File: src/rtl/command_input_decoder_if.sv
// Button/count/command bundle for command_input_decoder.
// The cmd_pulse signal exists only when CMD_PULSE_EN is defined.
interface command_input_decoder_if #(
    parameter int N_BTN  = 4,
    parameter int DIGITS = 4
);
    logic [N_BTN-1:0]    btn;
    logic [4*DIGITS-1:0] digits;
    logic [N_BTN-1:0]    cmd;
    logic                armed;
`ifdef CMD_PULSE_EN
    logic [N_BTN-1:0]    cmd_pulse;

    modport master (output btn, digits, input cmd, armed, cmd_pulse);
    modport slave  (input btn, digits, output cmd, armed, cmd_pulse);
`else
    modport master (output btn, digits, input cmd, armed);
    modport slave  (input btn, digits, output cmd, armed);
`endif
endinterface

File: src/rtl/command_input_decoder.sv
// Synchronised, debounced N-button command receiver with a held one-hot command and BCD limit reset.
// Optional feature macro: CMD_PULSE_EN adds a one-cycle cmd_pulse strobe per written command.
module command_input_decoder #(
    parameter int N_BTN          = 4,
    parameter int DEB_CYCLES     = 16,
    parameter int DIGITS         = 4,
    parameter int RESET_IDX      = 0,
    parameter int BTN_ACTIVE_LOW = 1
) (
    input  logic                    clock,
    input  logic                    reset,
    command_input_decoder_if.slave  bus
);
    localparam int IW = (N_BTN > 2) ? $clog2(N_BTN) : 1;
    localparam int CW = (DEB_CYCLES > 1) ? $clog2(DEB_CYCLES) : 1;
    localparam logic [N_BTN-1:0] RELEASED_RAW = (BTN_ACTIVE_LOW != 0) ? '1 : '0;
    localparam logic [N_BTN-1:0] RESET_CMD    = N_BTN'(1) << RESET_IDX;

    localparam logic [1:0] S_IDLE    = 2'd0;
    localparam logic [1:0] S_ARMED   = 2'd1;
    localparam logic [1:0] S_LOCKOUT = 2'd2;

    logic [N_BTN-1:0] sync1, sync2, pressed_sync, deb;
    logic [CW-1:0]    cnt [N_BTN];
    logic [1:0]       state, state_nxt;
    logic [IW-1:0]    idx, p_idx;
    logic [N_BTN-1:0] cmd_q, idx_sel;
    logic             armed_q, one_hot_p, limit, limit_q, release_issue;

    always_ff @(posedge clock or posedge reset) begin
        if (reset) begin
            sync1 <= RELEASED_RAW;
            sync2 <= RELEASED_RAW;
        end else begin
            sync1 <= bus.btn;
            sync2 <= sync1;
        end
    end

    assign pressed_sync = (BTN_ACTIVE_LOW != 0) ? ~sync2 : sync2;

    always_ff @(posedge clock or posedge reset) begin
        if (reset) begin
            deb <= '0;
            for (int unsigned i = 0; i < N_BTN; i++) cnt[i] <= '0;
        end else begin
            for (int unsigned i = 0; i < N_BTN; i++) begin
                if (pressed_sync[i] == deb[i]) begin
                    cnt[i] <= '0;
                end else if (cnt[i] == CW'(DEB_CYCLES - 1)) begin
                    deb[i] <= pressed_sync[i];
                    cnt[i] <= '0;
                end else begin
                    cnt[i] <= cnt[i] + 1'b1;
                end
            end
        end
    end

    assign one_hot_p = (deb != '0) && ((deb & (deb - 1'b1)) == '0);
    assign idx_sel   = N_BTN'(1) << idx;

    always_comb begin
        p_idx = '0;
        for (int unsigned i = 0; i < N_BTN; i++) if (deb[i]) p_idx = IW'(i);
    end

    // Non-BCD nibbles simply fail the equality, so they can never trigger the limit.
    always_comb begin
        limit = 1'b1;
        for (int unsigned k = 0; k < DIGITS; k++)
            if (bus.digits[4*k +: 4] != 4'd9) limit = 1'b0;
    end

    always_comb begin
        state_nxt     = state;
        release_issue = 1'b0;
        case (state)
            S_IDLE: begin
                if (one_hot_p)       state_nxt = S_ARMED;
                else if (deb != '0)  state_nxt = S_LOCKOUT;
            end
            S_ARMED: begin
                if (limit) begin
                    state_nxt = S_LOCKOUT;
                end else if (deb == '0) begin
                    state_nxt     = S_IDLE;
                    release_issue = 1'b1;
                end else if ((deb & ~idx_sel) != '0) begin
                    state_nxt = S_LOCKOUT;
                end
            end
            S_LOCKOUT: if (deb == '0) state_nxt = S_IDLE;
            default:   state_nxt = S_IDLE;
        endcase
    end

    always_ff @(posedge clock or posedge reset) begin
        if (reset) begin
            state   <= S_IDLE;
            idx     <= '0;
            cmd_q   <= RESET_CMD;
            armed_q <= 1'b0;
            limit_q <= 1'b0;
        end else begin
            state   <= state_nxt;
            armed_q <= (state_nxt == S_ARMED);
            limit_q <= limit;
            if (state == S_IDLE && one_hot_p) idx <= p_idx;
            if (limit)              cmd_q <= RESET_CMD;
            else if (release_issue) cmd_q <= idx_sel;
        end
    end

    assign bus.cmd   = cmd_q;
    assign bus.armed = armed_q;

`ifdef CMD_PULSE_EN
    logic [N_BTN-1:0] pulse_q;

    // Limit pulses only on entry; a held limit keeps rewriting cmd silently.
    always_ff @(posedge clock or posedge reset) begin
        if (reset) begin
            pulse_q <= '0;
        end else if (limit) begin
            pulse_q <= limit_q ? '0 : RESET_CMD;
        end else if (release_issue) begin
            pulse_q <= idx_sel;
        end else begin
            pulse_q <= '0;
        end
    end

    assign bus.cmd_pulse = pulse_q;
`endif
endmodule
File: src/flat_wrapper.sv
// flat-port wrapper written by rule: the top's interface ports become plain ports
module command_input_decoder_flat 
#(
    parameter int N_BTN          = 4,
    parameter int DEB_CYCLES     = 16,
    parameter int DIGITS         = 4,
    parameter int RESET_IDX      = 0,
    parameter int BTN_ACTIVE_LOW = 1
)
  (clock, reset, bus_btn, bus_digits, bus_cmd, bus_armed);
  command_input_decoder_if #(.N_BTN(N_BTN), .DIGITS(DIGITS)) bus_i ();
  input  logic clock;
  input  logic reset;
  input wire logic [$bits(bus_i.btn)-1:0] bus_btn;
  input wire logic [$bits(bus_i.digits)-1:0] bus_digits;
  output wire logic [$bits(bus_i.cmd)-1:0] bus_cmd;
  output wire logic [$bits(bus_i.armed)-1:0] bus_armed;
  assign bus_i.btn = bus_btn;
  assign bus_i.digits = bus_digits;
  assign bus_cmd = bus_i.cmd;
  assign bus_armed = bus_i.armed;
  command_input_decoder #(.N_BTN(N_BTN), .DEB_CYCLES(DEB_CYCLES), .DIGITS(DIGITS), .RESET_IDX(RESET_IDX), .BTN_ACTIVE_LOW(BTN_ACTIVE_LOW)) u_core (.clock(clock), .reset(reset), .bus(bus_i));
endmodule
File: config.mk
export PLATFORM = sky130hd
export DESIGN_NAME = command_input_decoder_flat
export DESIGN_NICKNAME = d
export VERILOG_FILES = /design/src/rtl/command_input_decoder_if.sv /design/src/rtl/command_input_decoder.sv /design/src/flat_wrapper.sv
export SDC_FILE = /design/constraint.sdc
export NUM_CORES = 1
export LEC_CHECK = 0
export BUFFER_PORTS_ARGS = -buffer_cell sky130_fd_sc_hd__buf_2
export CORE_AREA = 2 2 67 53
export DETAILED_ROUTE_END_ITERATION = 8
export DIE_AREA = 0 0 69 55
export PLACE_DENSITY = 0.78
export SLEW_MARGIN = 20
export SYNTH_ARGS = -nofsm -noshare
export SYNTH_HDL_FRONTEND = slang
export SYNTH_SLANG_ARGS = --single-unit
File: constraint.sdc
create_clock -name clock -period 2 [get_ports clock]
set_input_delay 0.6 -clock clock [delete_from_list [all_inputs] [get_ports clock]]
set_output_delay 0.6 -clock clock [all_outputs]
set_load 0.005 [all_outputs]
Word level (Yosys, flattened, before mapping) --
Index checks and enable logic that the tools add are counted. Widths: inputs -> output; s select.
Operators by class: bitwise logic cells 8, equal/unequal tests 15, add/sub/neg operators 5, shifts and indexed selects 1, muxes and demuxes 27, reductions and logical operators 12
Operator list (number):
- $mux 4 | 10
- $add 4x1->4 const B | 4
- $eq 4x4->1 const B | 4
- $mux 2 | 8
- $ne 4x4->1 const B | 4
- $and 4x4->4 | 2
- $logic_not 4->1 | 2
- $mux 1 | 8
- $not 4->4 | 2
- $reduce_and 2->1 | 4
- $reduce_bool 4->1 | 2
- $pmux 2 s3 | 1
- $eq 1x1->1 | 4
- $eq 2x1->1 const B | 2
- $not 1->1 | 4
- $shl 1x2->4 const A | 1
- $sub 4x1->4 const B | 1
- $eq 2x2->1 const B | 1
- $logic_and 1x1->1 | 2
- $logic_not 2->1 | 1
- $reduce_bool 2->1 | 1
Word-level totals: input bits 22, register bits after elaboration 37, output and inout port bits 5

Logic depth before layout (Yosys ltp) --
Gate-level depths: netlist (run 1).
depth in word-level cells 9, mapped depth 5, gate-level depth less buffers 4

Worst setup path before layout (run 1) --
OpenSTA, ideal clock, no wires.
path kind register -> register, from register u_core.deb[2], to register u_core.idx[1], data arrival time 1.433 ns, slack 0.440 ns, period minus slack after synthesis 1.560 ns, stages on the path, launching flop included 6, library setup time 0.127 ns, cell sequence dfrtp_1 buf_6 a211oi_1 nor2_1 nor4_2 mux2_1
On the way: cells in the longest elaborated chain, start to end 5
Ends and longest elaborated chain:
- start, declared | line command_input_decoder.sv:23 | logic [N_BTN-1:0] sync1, sync2, pressed_sync, deb;
- start signal, assigned by index | line command_input_decoder.sv:51 | deb[i] <= pressed_sync[i];
- $sub 4x1->4 | line command_input_decoder.sv:60 | assign one_hot_p = (deb != '0) && ((deb & (deb - 1'b1)) == '0);
- $and 4x4->4 | line command_input_decoder.sv:60
- $logic_not 4->1 | line command_input_decoder.sv:60
- $logic_and 1x1->1 | line command_input_decoder.sv:60
- $logic_and 1x1->1 | line command_input_decoder.sv:109 | if (state == S_IDLE && one_hot_p) idx <= p_idx;
- end signal, assigned | line command_input_decoder.sv:109
- end, declared | line command_input_decoder.sv:26 | logic [IW-1:0] idx, p_idx;
Several ways; a longest one is shown, not always the timed one. A chain may end at the register's enable or synchronous reset.

Worst setup path after layout (run 1) --
Ends and elaborated chain as after synthesis.

==> results of run 1 <==
[how the worst max path moves through the flow]
stage / from / to / slack, ns / depth (start not counted)
CTS: u_core.deb[2] / u_core.idx[1] / 0.30 / 4
finish: u_core.deb[2] / u_core.idx[1] / 0.31 / 4
detailed placement: bus_digits[14] / u_core.bus.armed / 0.29 / 5
global route: u_core.deb[1] / u_core.idx[1] / 0.18 / 4
global placement: bus_digits[14] / u_core.bus.armed / 0.32 / 5
floorplan: u_core.deb[2] / u_core.idx[1] / 0.44 / 5
[power by group]
part	internal, mW	switching (mW)
clock	0.406	0.253
combinational	0.0543	0.0560
sequential	0.794	0.0318
total	1.25	0.341
[flip-flops by register name (all words and copies together) (netlist names)]
register,cells
u_core.bus.armed,1
u_core.bus.cmd,4
u_core.cnt,16
u_core.deb,4
u_core.idx,2
u_core.state,2
u_core.sync1,4
u_core.sync2,4
[placed cells by master, fill, tap and decap left out, types with 2 or more instances in the layout]
master	instances
mux2_1	2
nor4bb_1	2
clkbuf_8	6
buf_2	26
nand2b_1	2
xnor2_1	4
nor3b_1	4
xor2_1	4
inv_1	11
nand4b_1	5
dfrtp_1	28
mux2i_1	2
dfstp_2	9
a21oi_1	10
ha_1	4
o21ai_0	9
a41o_1	2
nor2_1	11
a211oi_1	2
nand3_1	5
nand2_1	7
[layer usage]
layer / global-route usage / up-vias / wire length [um]
met2: 0.301 / 15 / 1430
met3: 0.0707 / 6 / 124
li1: - / 563 / -
met4: 0.0523 / 0 / 36
met1: 0.194 / 556 / 1280
met5: 0 / - / 0
[metrics by stage]
step	setup WS, ns	utilization
6_report	0.310	0.609
4_1_cts	0.299	0.609
3_3_place_gp	0.324	0.572
2_1_floorplan	0.440	-
5_1_grt	0.183	0.609
3_5_place_dp	0.287	0.572
[worst register-to-register path, cell delays in order, from the launching register on]
cell and delay [ns]:
dfrtp_1 0.48, a211oi_1 0.26, nor2_1 0.10, nor4_2 0.36, mux2_1 0.36
[cell type report]
| class | instances | area, sq um | share of cell area |
|---|---|---|---|
| Clock buffer | 7 | 86.3 | 0.0450 |
| Inverter | 11 | 41.3 | 0.0215 |
| Clock inverter | 1 | 30.0 | 0.0156 |
| Timing Repair Buffer | 27 | 138 | 0.0717 |
| Tap cell | 40 | 50.0 | 0.0261 |
| Multi-Input combinational cell | 92 | 638 | 0.332 |
| Sequential cell | 37 | 937 | 0.488 |
[synthesized netlist by cell type, types with 2 or more instances]
| master | number | area [sq um] |
|---|---|---|
| a211oi_1 | 2 | 15.0 |
| a21oi_1 | 10 | 50.1 |
| a41o_1 | 2 | 20.0 |
| buf_6 | 2 | 22.5 |
| dfrtp_1 | 28 | 701 |
| dfstp_2 | 9 | 236 |
| ha_1 | 4 | 50.1 |
| inv_1 | 11 | 41.3 |
| mux2_1 | 2 | 22.5 |
| mux2i_1 | 2 | 20.0 |
| nand2_1 | 7 | 26.3 |
| nand2b_1 | 2 | 12.5 |
| nand3_1 | 5 | 25.0 |
| nand4b_1 | 5 | 43.8 |
| nor2_1 | 11 | 41.3 |
| nor3b_1 | 4 | 30.0 |
| nor4bb_1 | 2 | 20.0 |
| o21ai_0 | 9 | 45.0 |
| xnor2_1 | 4 | 35.0 |
| xor2_1 | 4 | 35.0 |
[cell families (layout without fill, tap and decap cells)]
kind of cell | Yosys count | count (layout)
buf+inv | 14 | 46
xor+xnor | 8 | 8
flops | 37 | 37
mux | 4 | 4
fa+ha+maj | 4 | 4
compound gates | 29 | 29
simple gates | 47 | 47
==> impl_results.md, run 1 <==
- # resized after CTS: 0
- Lkg Pwr: 0.895 nW
- DR vias: 1140
- Mapped Cells: 143
- HP Start: u_core.sync1[3]
- Worst r2r path cells: 4
- Design area: 0.00192 sq mm
- Average size of a mapped cell: 11.5 sq um
- Post-synthesis compound-gate area fraction: 0.110
- CTS Buf Count: 5
- Die X: 69 um
- Global-route wire length before repair: 4890 um
- H-tree depth: 2
- Yosys synthesis warning count: 0
- Overflow after GRT: 0
- Skew final: 0.00771 ns
- Worst hold path depth: 0
- Initial Util: 0.521
- Final Routed Wirelength: 2870 um
- Status: finished, final reports clean
- EDFF count, synth: 0
- CP Capture Type: register
- FFs w/ async S/R, synth: 1.00
- Max-cap violations: 0
- Worst-path cell chain: a211oi_1 -> nor2_1 -> nor4_2 -> mux2_1
- Overall Power: 1.60 mW
- DRT iter0 DRCs: 33
- Core Area: 0.00315 sq mm
- Fillers: 257
- Buffers on Ports: 26
- Buf/Inv on CP: 0
- Final Max Slew Viols: 0
- Largest net degree at the start of global routing: 38
- CTS root buf: clkbuf_8
- GP Congestion: 0.725
- Die ar.: 0.00380 sq mm
- # rows: 18
- Max IR drop VDD: 0.402 mV
- Setup Buffers After CTS: 0
- Cell Area, Synth: 0.00164 sq mm
- Critical-path maximum fanout: 8
- Dpl cells: 207
- Final setup viols: 0
- Primary FF master, synth: dfrtp_1
- Worst hold slack: 0.356 ns
- WHS Endpoint: u_core.sync2[3]
- Initial antenna violation count: 0
- Post-DP HPWL: 2080 um
- DRC violations left: 0
- Slowest cell delay on critical path: 0.48 ns
- Peak Freq: 592 MHz
- Layout area overhead: 16.8%
- Crit path required time: 2.18 ns
- Worst Max-Slew Pin Slew: 0.471 ns
- Post-DRT Antenna Nets: 0
- Reg-to-Reg End: u_core.idx[1]
- Placed cell areas: 0.00180 sq mm
- CTS tree: done
- Mux cell area share after synthesis: 0.0259
- Final-report hold violation count: 0
- Synth Area in Adders: 0.0304
- Vias in the first global route: 1101
- Setup CP Type: reg -> reg
- CTS sink cnt: 37
- WL/cell: 13.3 um
- Period minus WS final: 1.69 ns
- Ant. Diodes: 0
- Top cell family by delay on the critical path: flip-flops
- Post-Synth XOR/XNOR Area: 0.0426
- FF-to-FF Start: u_core.deb[2]
- Setup TNS: 0 ns
- CP startpoint kind: register
- Non-filler cells, final: 215
- Crit path DAT: 1.87 ns
- Nets: 200
- Layout cell share with drive strength beyond 1: 0.274
- Pre-Repair DR Iteration Count: 4
- Clk Latency, worst-skew pair: 0.29 ns
- Syn nets: 169
- Worst R2R Setup Slack: 0.31 ns
- Post-Synth Simple-Gate Area: 0.180
- Num ports: 27
- CP max stage cell: dfrtp_1
- Average vias per placed instance: 5.30
- Max_slew headroom: 0.683
- Post-CTS Hold Buffers: 0
- Worst hold path class: reg -> reg
- Reg clk slew, reported paths: 0.07 ns
- Pwr Density: 831 mW/mm^2
- Flops & latches, synth: 37
- Cell variety after synth: 38
- Post-synthesis sequential area ratio: 0.570
- RSZ-0062 raised after global routing: false
- Main combinational cell family by area after synthesis: simple AND/OR/NAND/NOR gates
- Die Ht: 55 um
- Tcrit/Tclk final: 0.845
- Overall Global Routing Usage: 0.170
- Max clock buf depth: 2
Power figures use the tool's default switching activity.
==> run 2: changes to the inputs <==
Settings changed: ABC_AREA from default to 1, CORE_AREA 2 2 67 53 to 2 2 68 54, DIE_AREA 0 0 69 55 to 0 0 70 56.
Clock period 2 ns to 1.7 ns, I/O delays scaled along.
==> run 2 against run 1 <==
Largest cell class unchanged. Sequential share of layout area fell by 1.5 points. Sequential cell count did not move. Worst setup slack got worse by 0.038 ns. First-iteration DRC count rose by 110%. Synthesized area rose by 3.7%. Routed wire length fell by 4.7%. Cell area rose by 3.2%. Non-clock buffer count did not move.
==> impl_results.md, run 2 <==
- Status: finished, final reports clean (unchanged)
- Layout area overhead: 16.3% (was 16.8%)
- Overflow after GRT: 0 (unchanged)
- Setup Buffers After CTS: 0 (unchanged)
- Post-synth top area cell: dfrtp_1 (unchanged)
- Lkg Pwr: 1.04 nW (was 0.895 nW)
- Tcrit/Tclk final: 0.840
- DRC violations left: 0 (unchanged)
- Average vias per placed instance: 4.64 (was 5.30)
- Worst Max-Slew Pin Slew: 0.440 ns (was 0.471 ns)
- Worst-path cell chain: buf_2 (was a211oi_1 -> nor2_1 -> nor4_2 -> mux2_1)
- Die X: 70 um (was 69 um)
- Average size of a mapped cell: 8.56 sq um (was 11.5 sq um)
- Num ports: 27 (unchanged)
- H-tree depth: 2 (unchanged)
- Pwr Density: 848 mW/mm^2 (was 831 mW/mm^2)
- WP depth: 1 (was 4)
- Die ar.: 0.00392 sq mm (was 0.00380 sq mm)
- Cell with the most instances after synthesis: nand2_1 (was dfrtp_1)
- # rows: 18 (unchanged)
- Post-DRT Antenna Nets: 0 (unchanged)
- Overall Global Routing Usage: 0.162 (was 0.170)
- Clk Latency, worst-skew pair: 0.28 ns (was 0.29 ns)
- Top reg by flops: u_core.cnt (unchanged)
- Post-DP HPWL: 2040 um (was 2080 um)
- WL/cell: 9.98 um (was 13.3 um)
- EDFF count, synth: 0 (unchanged)
- Max_slew headroom: 0.706 (was 0.683)
- Nets: 259 (was 200)
- Layout cell share with drive strength beyond 1: 0.205 (was 0.274)
- Post-Place Setup Slack: 0.417 ns (was 0.287 ns)
- Final-report hold violation count: 0 (unchanged)
- Crit path DAT: 0.92 ns (was 1.87 ns)
- Ant. Diodes: 0 (unchanged)
- Critical-path maximum fanout: 2 (was 8)
- Register Area: 937 sq um (unchanged)
- Period minus WS final: 1.43 ns
- Vias in the first global route: 1215 (was 1101)
- FFs w/ async S/R, synth: 1.00 (unchanged)
- Worst R2R Setup Slack: 0.46 ns (was 0.31 ns)
- Commonest non-fill, non-tap cell in the layout: nand2_1 (was dfrtp_1)
- Commonest cells post-synth: 44 x nand2_1, 39 x nor2_1, 29 x inv_1 (was 28 x dfrtp_1, 11 x inv_1, 11 x nor2_1)
- GP Congestion: 0.814 (was 0.725)
- Slowest cell delay on critical path: 0.53 ns (was 0.48 ns)
- DRT iter0 DRCs: 68 (was 33)
- Max clock buf depth: 2 (unchanged)
- Final Routed Wirelength: 2730 um (was 2870 um)
- Die Ht: 56 um (was 55 um)
- Worst r2r path cells: 6 (was 4)
- Max FFs per register: 16 (unchanged)
- Peak Freq: 700 MHz
- Syn nets: 225 (was 169)
- CTS tree: done (unchanged)
- Largest cells by area after synthesis: dfrtp_1 41%, dfstp_2 14%, nand2_1 9.7%, nor2_1 8.6%, inv_1 6.4% (was dfrtp_1 43%, dfstp_2 14%, a21oi_1 3.0%, ha_1 3.0%, o21ai_0 2.7%)
- Buffers on Ports: 26 (unchanged)
- Initial antenna violation count: 0 (unchanged)
- Reg-to-Reg End: u_core.idx[1] (unchanged)
- Fillers: 274 (was 257)
- Primary FF master, synth: dfrtp_1 (unchanged)
- Critical path launch point: u_core.bus.cmd[0] (was u_core.deb[2])
- Multi-input logic area: 658 sq um (was 638 sq um)
- Setup TNS: 0 ns (unchanged)
- Top cell family by delay on the critical path: flip-flops (unchanged)
- Buf/Inv on CP: 1 (was 0)
- CTS Buf Count: 5 (unchanged)
- Post-synthesis sequential area ratio: 0.550 (was 0.570)
- Cell variety after synth: 16 (was 38)
- Yosys synthesis warning count: 0 (unchanged)
- Highest-count cells in the layout ignoring fill and taps: 44 x nand2_1, 39 x nor2_1, 29 x inv_1 (was 28 x dfrtp_1, 26 x buf_2, 11 x inv_1, 11 x nor2_1, 10 x a21oi_1)
- Crit path required time: 1.19 ns (was 2.18 ns)
- Mapped Cells: 199 (was 143)
- Global-route wire length before repair: 4980 um (was 4890 um)
- CTS sink cnt: 37 (unchanged)
- CTS root buf: clkbuf_8 (unchanged)
- Cell Area, Synth: 0.00170 sq mm (was 0.00164 sq mm)
- Skew final: 0.00695 ns (was 0.00771 ns)
- Area share of the leading cell type in the synthesized netlist: 0.411 (was 0.426)
- Reg clk slew, reported paths: 0.07 ns (about the same)
- Layout Utilization: 0.620 (was 0.609)
- Setup CP Type: reg -> out (was reg -> reg)
- Max IR drop VDD: 0.716 mV (was 0.402 mV)
- CP Capture Type: primary output (was register)
- RSZ-0062 raised after global routing: false (unchanged)
- Max-cap violations: 0 (unchanged)
- Initial Util: 0.533 (was 0.521)
- DR vias: 1270 (was 1140)
- Worst setup margin: 0.272 ns (was 0.310 ns)
- Largest net degree at the start of global routing: 38 (unchanged)
- Worst hold path class: in -> async (was reg -> reg)
- FF-to-FF Start: u_core.deb[1] (was u_core.deb[2])
- CP max stage cell: dfstp_2 (was dfrtp_1)
- Pre-Repair DR Iteration Count: 4 (unchanged)
- Core Area: 0.00320 sq mm (was 0.00315 sq mm)
- Post-CTS Hold Buffers: 0 (unchanged)
- Final setup viols: 0 (unchanged)
- CP startpoint kind: register (unchanged)
- # resized after CTS: 0 (unchanged)
- Final Max Slew Viols: 0 (unchanged)
- Flops & latches, synth: 37 (unchanged)
[run 2: area by class of cell]
| cell class | instances | area share |
|---|---|---|
| Tap cell | 40 | 0.0253 |
| Multi-Input combinational cell | 133 | 0.332 |
| Sequential cell | 37 | 0.473 |
| Clock buffer | 8 | 0.0455 |
| Timing Repair Buffer | 27 | 0.0694 |
| Inverter | 29 | 0.0549 |
[run 2: cell families (layout without fill, tap and decap cells)]
logic type | after synthesis | count (layout) | share of synthesized area
AND/OR/NAND/NOR | 107 | 107 | 0.266
flip-flops | 37 | 37 | 0.550
buffers and inverters | 29 | 64 | 0.0639
XOR/XNOR | 12 | 12 | 0.0617
AO/OA/AOI/OAI | 10 | 10 | 0.0294
adder cells (fa/ha/maj) | 4 | 4 | 0.0294
[run 2: worst max path at each step]
stage / to / slack (ns)
2_1_floorplan: u_core.bus.armed / 0.37
3_3_place_gp: u_core.state[0] / 0.46
3_5_place_dp: u_core.state[0] / 0.42
4_1_cts: bus_cmd[0] / 0.25
5_1_grt: bus_cmd[0] / 0.24
6_report: bus_cmd[0] / 0.27
[run 2: per-layer routing]
layer  global-route usage  up-vias  wire length, um
met2                0.257       29             1220
met4               0.0522        0               30
met5                    0        -                0
met3               0.0688        3              175
li1                     -      678                -
met1                0.200      560             1310
[run 2: per-stage QoR]
stage	total power [mW]	hold WS, ns	instances	area, sq um
floorplan	1.03	0.345	199	1700
global placement	1.08	0.346	266	1890
detailed placement	1.08	0.347	266	1890
CTS	1.71	0.309	274	1980
global route	1.77	0.301	274	1980
finish	1.68	0.311	274	1980
[run 2: where the power goes]
part | internal [mW] | leakage, nW | switching (mW)
sequential | 0.925 | 0.476 | 0.0229
combinational | 0.0529 | 0.522 | 0.0653
clock | 0.330 | 0.0455 | 0.284
